<file path="config.mk">
export PLATFORM = sky130hd
export DESIGN_NAME = am_error_stats_flat
export DESIGN_NICKNAME = d
export VERILOG_FILES = /design/src/rtl/am_error_stats_pkg.sv /design/src/rtl/am_error_stats_if.sv /design/src/rtl/am_exact_diff.sv /design/src/rtl/am_error_stats.sv /design/src/flat_wrapper.sv
export SDC_FILE = /design/constraint.sdc
export NUM_CORES = 1
export LEC_CHECK = 0
export ABC_AREA = 1
export CORE_MARGIN = 2
export CORE_UTILIZATION = 55
export CTS_BUF_LIST = sky130_fd_sc_hd__clkbuf_16
export DETAILED_ROUTE_END_ITERATION = 8
export PLACE_DENSITY = 0.9
export SLEW_MARGIN = 25
export SYNTH_ARGS = -nofsm -noshare
export SYNTH_HDL_FRONTEND = slang
export SYNTH_SLANG_ARGS = --single-unit
</file>
<file path="constraint.sdc">
create_clock -name clk -period 5.3 [get_ports clk]
set_input_delay 0.795 -clock clk [delete_from_list [all_inputs] [get_ports clk]]
set_output_delay 0.795 -clock clk [all_outputs]
set_load 0.02 [all_outputs]
</file>
<file path="src/rtl/am_error_stats_pkg.sv">
// Shared definitions for the approximate-multiplier error statistics block:
// default widths, saturation value and the control FSM state encoding.
package am_stats_pkg;

    localparam int W_DEFAULT     = 8;
    localparam int CNT_W_DEFAULT = 16;
    localparam int SUM_W_DEFAULT = 32;

    localparam logic [SUM_W_DEFAULT-1:0] SUM_SAT = {SUM_W_DEFAULT{1'b1}};

    typedef enum logic [1:0] {
        IDLE   = 2'd0,
        ACCUM  = 2'd1,
        DRAIN  = 2'd2,
        REPORT = 2'd3
    } state_t;

endpackage

</file>
<file path="src/rtl/am_error_stats_if.sv">
// Sample stream and result port of am_error_stats.
// The master side is the evaluation harness, the slave side is the statistics block.
interface am_error_stats_if
    import am_stats_pkg::*;
#(
    parameter int W     = W_DEFAULT,
    parameter int CNT_W = CNT_W_DEFAULT,
    parameter int SUM_W = SUM_W_DEFAULT
);
    logic               in_valid;
    logic               in_ready;
    logic [W-1:0]       x;
    logic [W-1:0]       y;
    logic [2*W-1:0]     z_approx;
    logic               res_valid;
    logic               res_ready;
    logic [CNT_W-1:0]   res_count;
    logic [CNT_W-1:0]   res_err_cnt;
    logic [SUM_W-1:0]   res_sum_ed;
    logic [2*W-1:0]     res_max_ed;
    logic               res_overflow;

    modport master (
        output in_valid, x, y, z_approx, res_ready,
        input  in_ready, res_valid, res_count, res_err_cnt, res_sum_ed, res_max_ed, res_overflow
    );

    modport slave (
        input  in_valid, x, y, z_approx, res_ready,
        output in_ready, res_valid, res_count, res_err_cnt, res_sum_ed, res_max_ed, res_overflow
    );
endinterface

</file>
<file path="src/rtl/am_exact_diff.sv">
// First pipeline stage: exact product of an accepted sample and its absolute
// distance from the approximate product, plus the stage-valid flag.
module am_exact_diff
    import am_stats_pkg::*;
#(
    parameter int W = W_DEFAULT
) (
    input  logic             clk,
    input  logic             rst,
    input  logic             accept,
    input  logic [W-1:0]     x,
    input  logic [W-1:0]     y,
    input  logic [2*W-1:0]   z_approx,
    output logic [2*W-1:0]   ed,
    output logic             valid
);

    logic [2*W-1:0]        p_s;
    logic signed [2*W:0]   diff_s;
    logic [2*W-1:0]        mag_s;

    // Exact product and magnitude of the signed difference; the magnitude always fits in 2W bits.
    always_comb begin
        p_s    = {{W{1'b0}}, x} * {{W{1'b0}}, y};
        diff_s = $signed({1'b0, p_s}) - $signed({1'b0, z_approx});
        if (diff_s[2*W]) begin
            mag_s = ~diff_s[2*W-1:0] + {{(2*W-1){1'b0}}, 1'b1};
        end else begin
            mag_s = diff_s[2*W-1:0];
        end
    end

    // Stage register: capture the distance only for accepted samples.
    always_ff @(posedge clk or posedge rst) begin
        if (rst) begin
            ed    <= {(2*W){1'b0}};
            valid <= 1'b0;
        end else begin
            valid <= accept;
            if (accept) begin
                ed <= mag_s;
            end
        end
    end

endmodule

</file>
<file path="src/rtl/am_error_stats.sv">
// Windowed error statistics for an approximate multiplier: counts samples and
// erroneous samples, sums (saturating) and maximises the error distance.
module am_error_stats
    import am_stats_pkg::*;
#(
    parameter int W     = W_DEFAULT,
    parameter int CNT_W = CNT_W_DEFAULT,
    parameter int SUM_W = SUM_W_DEFAULT
) (
    input  logic                 clk,
    input  logic                 rst,
    input  logic                 start,
    input  logic [CNT_W-1:0]     num_samples,
    am_error_stats_if.slave      bus
);

    localparam logic [SUM_W-1:0] SAT   = {SUM_W{1'b1}};
    localparam logic [CNT_W-1:0] ONE_C = {{(CNT_W-1){1'b0}}, 1'b1};

    state_t             state_r;
    logic [CNT_W-1:0]   n_r;
    logic [CNT_W-1:0]   acc_cnt_r;
    logic               in_ready_r;
    logic               res_valid_r;
    logic [CNT_W-1:0]   count_r;
    logic [CNT_W-1:0]   err_cnt_r;
    logic [SUM_W-1:0]   sum_r;
    logic [2*W-1:0]     max_r;
    logic               ovf_r;

    logic               accept_s;
    logic               start_ok_s;
    logic [2*W-1:0]     ed_s;
    logic               v1_s;
    logic [SUM_W:0]     sum_ext_s;

    assign accept_s   = bus.in_valid & in_ready_r;
    assign start_ok_s = start & (state_r == IDLE);
    // Requires SUM_W >= 2W so the distance zero-extends into the accumulator.
    assign sum_ext_s  = {1'b0, sum_r} + {{(SUM_W + 1 - 2*W){1'b0}}, ed_s};

    am_exact_diff #(.W(W)) u_stage1 (
        .clk      (clk),
        .rst      (rst),
        .accept   (accept_s),
        .x        (bus.x),
        .y        (bus.y),
        .z_approx (bus.z_approx),
        .ed       (ed_s),
        .valid    (v1_s)
    );

    // Window control FSM with registered handshake outputs.
    always_ff @(posedge clk or posedge rst) begin
        if (rst) begin
            state_r     <= IDLE;
            n_r         <= {CNT_W{1'b0}};
            acc_cnt_r   <= {CNT_W{1'b0}};
            in_ready_r  <= 1'b0;
            res_valid_r <= 1'b0;
        end else begin
            case (state_r)
                IDLE: begin
                    if (start) begin
                        n_r       <= num_samples;
                        acc_cnt_r <= {CNT_W{1'b0}};
                        if (num_samples == {CNT_W{1'b0}}) begin
                            state_r     <= REPORT;
                            res_valid_r <= 1'b1;
                        end else begin
                            state_r    <= ACCUM;
                            in_ready_r <= 1'b1;
                        end
                    end
                end
                ACCUM: begin
                    if (accept_s) begin
                        acc_cnt_r <= acc_cnt_r + ONE_C;
                        if (acc_cnt_r + ONE_C == n_r) begin
                            state_r    <= DRAIN;
                            in_ready_r <= 1'b0;
                        end
                    end
                end
                DRAIN: begin
                    // Once stage 1 is empty the accumulators hold the final values.
                    if (!v1_s) begin
                        state_r     <= REPORT;
                        res_valid_r <= 1'b1;
                    end
                end
                REPORT: begin
                    if (bus.res_ready) begin
                        state_r     <= IDLE;
                        res_valid_r <= 1'b0;
                    end
                end
                default: begin
                    state_r     <= IDLE;
                    in_ready_r  <= 1'b0;
                    res_valid_r <= 1'b0;
                end
            endcase
        end
    end

    // Stage 2: accumulate statistics; cleared by an accepted start.
    always_ff @(posedge clk or posedge rst) begin
        if (rst) begin
            count_r   <= {CNT_W{1'b0}};
            err_cnt_r <= {CNT_W{1'b0}};
            sum_r     <= {SUM_W{1'b0}};
            max_r     <= {(2*W){1'b0}};
            ovf_r     <= 1'b0;
        end else if (start_ok_s) begin
            count_r   <= {CNT_W{1'b0}};
            err_cnt_r <= {CNT_W{1'b0}};
            sum_r     <= {SUM_W{1'b0}};
            max_r     <= {(2*W){1'b0}};
            ovf_r     <= 1'b0;
        end else if (v1_s) begin
            count_r <= count_r + ONE_C;
            if (ed_s != {(2*W){1'b0}}) begin
                err_cnt_r <= err_cnt_r + ONE_C;
            end
            if (ed_s > max_r) begin
                max_r <= ed_s;
            end
            if (sum_ext_s[SUM_W]) begin
                sum_r <= SAT;
                ovf_r <= 1'b1;
            end else begin
                sum_r <= sum_ext_s[SUM_W-1:0];
            end
        end
    end

    assign bus.in_ready     = in_ready_r;
    assign bus.res_valid    = res_valid_r;
    assign bus.res_count    = count_r;
    assign bus.res_err_cnt  = err_cnt_r;
    assign bus.res_sum_ed   = sum_r;
    assign bus.res_max_ed   = max_r;
    assign bus.res_overflow = ovf_r;

endmodule

</file>
<file path="src/flat_wrapper.sv">
// flat-port wrapper written by rule: the top's interface ports become plain ports
module am_error_stats_flat import am_stats_pkg::*;
#(
    parameter int W     = W_DEFAULT,
    parameter int CNT_W = CNT_W_DEFAULT,
    parameter int SUM_W = SUM_W_DEFAULT
)
  (clk, rst, start, num_samples, bus_in_valid, bus_x, bus_y, bus_z_approx, bus_res_ready, bus_in_ready, bus_res_valid, bus_res_count, bus_res_err_cnt, bus_res_sum_ed, bus_res_max_ed, bus_res_overflow);
  am_error_stats_if #(.W(W), .CNT_W(CNT_W), .SUM_W(SUM_W)) bus_i ();
  input  logic clk;
  input  logic rst;
  input  logic start;
  input  logic [CNT_W-1:0] num_samples;
  input wire logic [$bits(bus_i.in_valid)-1:0] bus_in_valid;
  input wire logic [$bits(bus_i.x)-1:0] bus_x;
  input wire logic [$bits(bus_i.y)-1:0] bus_y;
  input wire logic [$bits(bus_i.z_approx)-1:0] bus_z_approx;
  input wire logic [$bits(bus_i.res_ready)-1:0] bus_res_ready;
  output wire logic [$bits(bus_i.in_ready)-1:0] bus_in_ready;
  output wire logic [$bits(bus_i.res_valid)-1:0] bus_res_valid;
  output wire logic [$bits(bus_i.res_count)-1:0] bus_res_count;
  output wire logic [$bits(bus_i.res_err_cnt)-1:0] bus_res_err_cnt;
  output wire logic [$bits(bus_i.res_sum_ed)-1:0] bus_res_sum_ed;
  output wire logic [$bits(bus_i.res_max_ed)-1:0] bus_res_max_ed;
  output wire logic [$bits(bus_i.res_overflow)-1:0] bus_res_overflow;
  assign bus_i.in_valid = bus_in_valid;
  assign bus_i.x = bus_x;
  assign bus_i.y = bus_y;
  assign bus_i.z_approx = bus_z_approx;
  assign bus_i.res_ready = bus_res_ready;
  assign bus_in_ready = bus_i.in_ready;
  assign bus_res_valid = bus_i.res_valid;
  assign bus_res_count = bus_i.res_count;
  assign bus_res_err_cnt = bus_i.res_err_cnt;
  assign bus_res_sum_ed = bus_i.res_sum_ed;
  assign bus_res_max_ed = bus_i.res_max_ed;
  assign bus_res_overflow = bus_i.res_overflow;
  am_error_stats #(.W(W), .CNT_W(CNT_W), .SUM_W(SUM_W)) u_core (.clk(clk), .rst(rst), .start(start), .num_samples(num_samples), .bus(bus_i));
endmodule
</file>
==> impl_metrics.yaml, run 1 <==
status:
  run_status: "finished, final reports clean"
logic_synthesis:
  synth-seq-cells: 134
  ys_seq_area_share_pct: 28.7
  synth_top_area_share_pct: 28.7
  synth_area_um2: 11700
  synth.net_count: 1809
  ys_warn_count: 0
  synthCells: 1622
  synth_async_sr_flop_share_pct: 100
  synth.distinct_cells: 56
  ys.flop_type: "dfrtp_1"
  synth_top_area_cell: "dfrtp_1"
  synthTopCellsByArea: "dfrtp_1, nand2_1, inv_1"
  synth_edf_count: 0
  syn_avg_cell_area_um2: 7.20
finish:
  antenna_cells: 0
  drive_gt1_share_pct: 7.68
  final_cell_mix: "nand2_1, inv_1, dfrtp_1"
  syn2layout_area_growth_pct: 22.0
  finalNonFillerCells: 2071
  fillers: 1698
  fin_nets: 1970
  layout_commonest_cell: "nand2_1"
sta:
  max-slew-margin-rel_pct: 44.3
  fmax_mhz: 198
  setup_viol: 0
  hold_viol_final: 0
  fin_skew_ns: 0.00836
  grt_setup_unrepaired: "no"
  fin_crit_ns: 5.04
  setup_tns_ns: 0
  tightest_slew_ns: 0.835
  drv_slew: 0
  finalCritPeriodShare_pct: 95.1
global_route:
  grt_pass1_vias: 11156
  grtUsageTotal_pct: 28.3
  grt_antenna_before_repair: 0
  grt_overflow: 0
  grt_max_degree: 76
  grt_pass1_wl_um: 51100
cts:
  h-tree-depth: 4
  post_cts_buffers: 0
  cts-resized-gates: 0
  path_clk_slew_ns: 0.06
  insertion_delay_ns: 0.43
  numCtsBuffers: 17
  tritoncts: "built"
  root_buffer: "clkbuf_16"
  holdBufCountCts: 0
  cts.sinks: 134
  cts_buffer_depth: 2
worst_hold_path:
  hp-start: "u_core.bus.res_count[15]"
  hold_end: "u_core.bus.res_count[15]"
  hp-class: "flip-flop to flip-flop"
  min_path_cells: 1
routing:
  wirelength_um: 30400
  wl_per_cell_um: 14.7
  first_pass_iters: 5
  vias: 11287
  route.detailed.drc: 0
  drtAntennaViolNets: 0
  via_per_inst: 5.45
  drt-initial-drc-count: 782
worst_setup_path:
  r2r-end: "u_core.bus.res_err_cnt[5]"
  r2r_cells: 13
  cp.required_ns: 5.58
  timing.rr.start: "u_core.state_r[0]"
  cp.arrival_ns: 5.32
  endpoint_kind: "flip-flop"
  reg2reg_slack_ns: 2.12
  critPathLaunchType: "input pin"
  path_max_fanout: 15
  criticalPathCategory: "input pin to flip-flop"
floorplanning:
  die_w_um: 150
  start_util_pct: 55.7
  ioPinCount: 136
  die_area_um2: 22400
  core_um2: 21000
  die_y_um: 150
  rows: 53
place:
  detailed_place_hpwl_um: 23400
  place.gp.congestion: 0.950
  dp_cells: 2039
  io_buffers: 135
run:
  maxCapViolCount: 0
power_and_ir_drop:
  p_leak_nw: 7.43
  power.total_mw: 7.27
  peakVddDrop_mv: 0.259
  cellPowerDensity_nw_per_um2: 510
==> cell type report <==
| class | instances | area [um^2] | area share, % |
|---|---|---|---|
| Inverter | 304 | 1140 | 8.03 |
| Clock buffer | 17 | 425 | 2.99 |
| Tap cell | 275 | 344 | 2.42 |
| Multi-Input combinational cell | 1142 | 7020 | 49.3 |
| Timing Repair Buffer | 184 | 1740 | 12.2 |
| Clock inverter | 15 | 215 | 1.51 |
| Sequential cell | 134 | 3350 | 23.5 |
==> power breakdown <==
| group | switching [mW] | internal, mW |
|---|---|---|
| Combinational | 2.55 | 1.78 |
| Clock | 0.496 | 0.800 |
| Sequential | 0.357 | 1.29 |
==> layer usage <==
| layer | vias up | track usage [%] | part of all wire (%) |
|---|---|---|---|
| met5 | - | 0 | 0 |
| met4 | 0 | 11.5 | 3.3 |
| met3 | 91 | 4.70 | 6.9 |
| met2 | 442 | 48.1 | 49 |
| met1 | 5295 | 36.0 | 41 |
| li1 | 5459 | - | - |
==> sequential cells by signal, indices dropped and copies added, names as in the netlist <==
name and flops:
u_core.bus.res_sum_ed 32, u_core.u_stage1.ed 16, u_core.n_r 16, u_core.bus.res_valid 1
u_core.acc_cnt_r 16, u_core.state_r 2, u_core.bus.res_count 16, u_core.bus.res_overflow 1
u_core.bus.in_ready 1, u_core.bus.res_max_ed 16, u_core.u_stage1.valid 1, u_core.bus.res_err_cnt 16
==> cell usage after synthesis, types with 5 or more instances <==
| cell type | n |
|---|---|
| nand2_1 | 458 |
| inv_1 | 298 |
| dfrtp_1 | 134 |
| nand3_1 | 114 |
| nor2_1 | 90 |
| ha_1 | 83 |
| a21oi_1 | 67 |
| o21ai_0 | 59 |
| fa_1 | 51 |
| clkbuf_1 | 31 |
| nor3_1 | 28 |
| xor2_1 | 26 |
| nand4_1 | 24 |
| nand2_2 | 16 |
| o22ai_1 | 16 |
| nand3b_1 | 14 |
| nor4_1 | 12 |
| xnor2_1 | 12 |
| o21bai_1 | 9 |
| o211ai_1 | 7 |
| nor2_2 | 6 |
| o31ai_1 | 6 |
| buf_2 | 5 |
==> kinds of logic after synthesis <==
logic type	synth area share [%]
flops	28.7
mux	0.182
fa+ha+maj	17.6
compound gates	9.43
xor+xnor	3.25
simple gates	29.3
buf+inv	11.5
==> per-stage QoR <==
stage / util [%] / hold slack (ns) / area [um^2] / setup WS, ns
6_report: 68.0 / 0.482 / 14200 / 0.259
5_1_grt: 68.0 / 0.515 / 14200 / 0.0116
4_1_cts: 67.7 / 0.483 / 14200 / 0.135
3_5_place_dp: 64.6 / 0.475 / 13500 / -0.307
3_3_place_gp: 64.6 / 0.470 / 13500 / -0.166
2_1_floorplan: - / 0.455 / 11700 / 0.365
==> how the worst max path moves through the flow <==
stage | startpoint | to
5_1_grt | bus_y[1] | u_core.u_stage1.ed[14]
3_5_place_dp | bus_y[7] | u_core.u_stage1.ed[14]
2_1_floorplan | bus_x[3] | u_core.u_stage1.ed[3]
6_report | bus_y[2] | u_core.u_stage1.ed[8]
3_3_place_gp | bus_y[7] | u_core.u_stage1.ed[15]
4_1_cts | bus_y[7] | u_core.u_stage1.ed[14]
==> worst max-delay path, stage by stage <==
cell and delay (ns):
clkdlybuf4s50_1 0.63, nand2_1 0.12, fa_1 0.54, inv_1 0.06, fa_1 0.47, fa_1 0.50, inv_1 0.06, fa_1 0.53
inv_1 0.04, ha_1 0.33, nand2_1 0.12, inv_1 0.06, nand2_1 0.06, nand2_1 0.05, nand2_1 0.08, nand3_2 0.10
a21oi_2 0.17, nand2_2 0.10, nand2_8 0.14, nand2_1 0.09, xor2_1 0.18, o21ai_0 0.10
No activity file was read; power rests on OpenSTA's default activity.
==> run 2, diff against run 1 <==
--- a/config.mk
+++ b/config.mk
@@ -6,7 +6,6 @@
 export NUM_CORES = 1
 export LEC_CHECK = 0
 export ABC_AREA = 1
-export CORE_MARGIN = 2
 export CORE_UTILIZATION = 55
 export CTS_BUF_LIST = sky130_fd_sc_hd__clkbuf_16
 export DETAILED_ROUTE_END_ITERATION = 8
==> impl_metrics.yaml, run 2 (synthesis results as in run 1) <==
status:
  run_status: "finished, final reports clean"
floorplanning:
  die_y_um: 148
  die_w_um: 148
  ioPinCount: 136
  start_util_pct: 57.0
  rows: 52
  core_um2: 20500
  die_area_um2: 21800
global_route:
  grt_util_met1_pct: 37.3
  grt_pass1_vias: 11170
  grt_pass1_wl_um: 51600
  grtUsageTotal_pct: 29.3
  top_usage_layer: "met2"
  grt_max_degree: 76
  grt_use_met2_pct: 49.9
  use_met3_pct: 5.06
  grt_antenna_before_repair: 0
  grt_overflow: 0
worst_setup_path:
  endpoint_kind: "flip-flop"
  critPathLaunchType: "input pin"
  cp.required_ns: 5.61
  cp.arrival_ns: 5.37
  criticalPathCategory: "input pin to flip-flop"
  path_max_fanout: 15
  crit_path_frequent_cell: "nand2_1"
  crit_chain: "clkdlybuf4s50_1 -> nand2_1 -> fa_1 -> fa_1 -> inv_1 -> fa_1 -> inv_1 -> fa_1 -> inv_1 -> ha_1 -> nand2_1 -> inv_1 -> nand2_1 -> nand2_1 -> nand2_1 -> nand3_2 -> a21oi_2 -> nand2_2 -> nand2_8 -> nand2_1 -> xor2_1 -> nand2_1 -> nand2_1"
  worst-path-buf-inv: 5
  crit_family: "adder cells"
  crit_path_top_delay_cell: "clkdlybuf4s50_1"
  slowest_delay_ns: 0.60
finish:
  drive_gt1_share_pct: 7.56
  fin_nets: 1974
  layout_commonest_cell: "nand2_1"
  multi_input_area_um2: 7010
  fillers: 1610
  antenna_cells: 0
  regArea_um2: 3350
  final_cell_mix: "nand2_1, inv_1, dfrtp_1"
  largest_reg_flops: 32
  syn2layout_area_growth_pct: 22.0
routing:
  wirelength_um: 30800
  drtAntennaViolNets: 0
  first_pass_iters: 7
  route.detailed.drc: 0
  drt-initial-drc-count: 787
  via_per_inst: 5.53
  wl_per_cell_um: 14.9
  vias: 11449
cts:
  cts_buffer_depth: 2
  h-tree-depth: 4
  root_buffer: "clkbuf_16"
  numCtsBuffers: 17
  insertion_delay_ns: 0.43
  cts.sinks: 134
  tritoncts: "built"
  path_clk_slew_ns: 0.06
power_and_ir_drop:
  p_sw_mw: 3.36
  seq_power_share_pct: 22.5
  switching_share_pct: 46.2
  p_leak_nw: 7.46
  intPower_mw: 3.92
  comb_power_share_pct: 59.7
  clkPwrFrac_pct: 17.8
  cellPowerDensity_nw_per_um2: 511
  power.total_mw: 7.28
  peakVddDrop_mv: 0.354
sta:
  fmax_mhz: 198
  fin_skew_ns: 0.00980
  setup_slack_ns: 0.240
  setup_tns_ns: 0
  setup_viol: 0
  fin_crit_ns: 5.06
  max-slew-margin-rel_pct: 40.8
  hold_viol_final: 0
  drv_slew: 0
  tightest_slew_ns: 0.887
  finalCritPeriodShare_pct: 95.5
place:
  place.gp.congestion: 0.937
  io_buffers: 135
  preCtsSetupSlack_ns: -0.322
  detailed_place_hpwl_um: 23500
run:
  maxCapViolCount: 0
worst_hold_path:
  hp-class: "flip-flop to flip-flop"
-- run 2: cell count changes in the layout (fill, tap and decap cells not counted), sizes merged --
| cell | before | now |
|---|---|---|
| buf | 49 | 53 |
| inv | 308 | 303 |
| clkinv | 5 | 6 |
| clkdlybuf4s50 | 128 | 126 |
| dlymetal6s2s | 7 | 9 |
| clkinvlp | 2 | 4 |
| bufinv | 4 | 5 |
-- run 2: repair_timing --
action / 4_1_cts / 5_1_grt
endpoints found under the setup margin: 0 / 13
setup buffers: 0 / 0
hold buffers: 0 / 0
resized for setup: 0 / 13
-- run 2: worst paths after layout --
path / slack [ns] / start / end / cells after the start
worst max-delay path: 0.24 / bus_x[2] / u_core.u_stage1.ed[6] / 23
worst min-delay path: 0.50 / u_core.bus.res_count[14] / u_core.bus.res_count[15] / 1
worst max register to register: 2.06 / u_core.state_r[0] / u_core.bus.res_err_cnt[5] / 13
worst min register to register: 0.50 / u_core.bus.res_count[14] / u_core.bus.res_count[15] / 1
max in group asynchronous: 3.31 / rst / u_core.bus.res_max_ed[10] / 3
min in group asynchronous: 0.91 / rst / u_core.bus.res_count[9] / 2
-- run 2: worst register-to-register path, cell delays in order (launching register included) --
cell     delay [ns]
dfrtp_1        0.40
inv_1          0.11
ha_1           0.24
nand2_2        0.09
buf_4          0.55
nand3_1        0.18
nor3_1         0.25
nand4_1        0.23
nand2_1        0.45
inv_2          0.18
nand3_1        0.13
inv_1          0.09
a21oi_1        0.13
nor3_1         0.05
-- run 2: power by group through the flow --
stage	clock, mW	combinational (mW)	sequential, mW
after detailed placement	0	4.24	1.64
after global placement	0	4.10	1.62
after CTS	1.30	4.29	1.62
final	1.29	4.34	1.64
after global routing	1.34	4.87	1.66
after floorplan	0	2.84	1.65
-- run 2: metrics by stage --
step | util, % | instance area [um^2] | hold WS, ns | cells
6_report | 69.5 | 14200 | 0.497 | 2069
5_1_grt | 69.5 | 14200 | 0.525 | 2069
4_1_cts | 69.3 | 14200 | 0.495 | 2069
3_5_place_dp | 66.2 | 13600 | 0.488 | 2038
3_3_place_gp | 66.2 | 13600 | 0.472 | 2038
2_1_floorplan | - | 11700 | 0.455 | 1622
-- run 2: final cells by class --
class                      count  share of cell area (%)
sequential                   134                    23.5
timing repair buffer         188                    12.4
clock buffer                  17                    2.99
tap                          270                    2.37
clock inverter                14                    1.48
inverter                     304                    8.03
multi-input combinational   1142                    49.2
-- run 2: routing by layer --
| layer | routed length (um) | up-vias |
|---|---|---|
| li1 | - | 5468 |
| met1 | 12700 | 5428 |
| met2 | 14900 | 469 |
| met3 | 2270 | 84 |
| met4 | 888 | 0 |
| met5 | 0 | - |
==> run 3, diff against run 2 <==
--- a/config.mk
+++ b/config.mk
@@ -9,6 +9,7 @@
 export CORE_UTILIZATION = 55
 export CTS_BUF_LIST = sky130_fd_sc_hd__clkbuf_16
 export DETAILED_ROUTE_END_ITERATION = 8
+export HOLD_SLACK_MARGIN = 0.06
 export PLACE_DENSITY = 0.9
 export SLEW_MARGIN = 25
 export SYNTH_ARGS = -nofsm -noshare
==> results of run 3 <==
Final layout, timing and power as in run 2 (identical DEF).
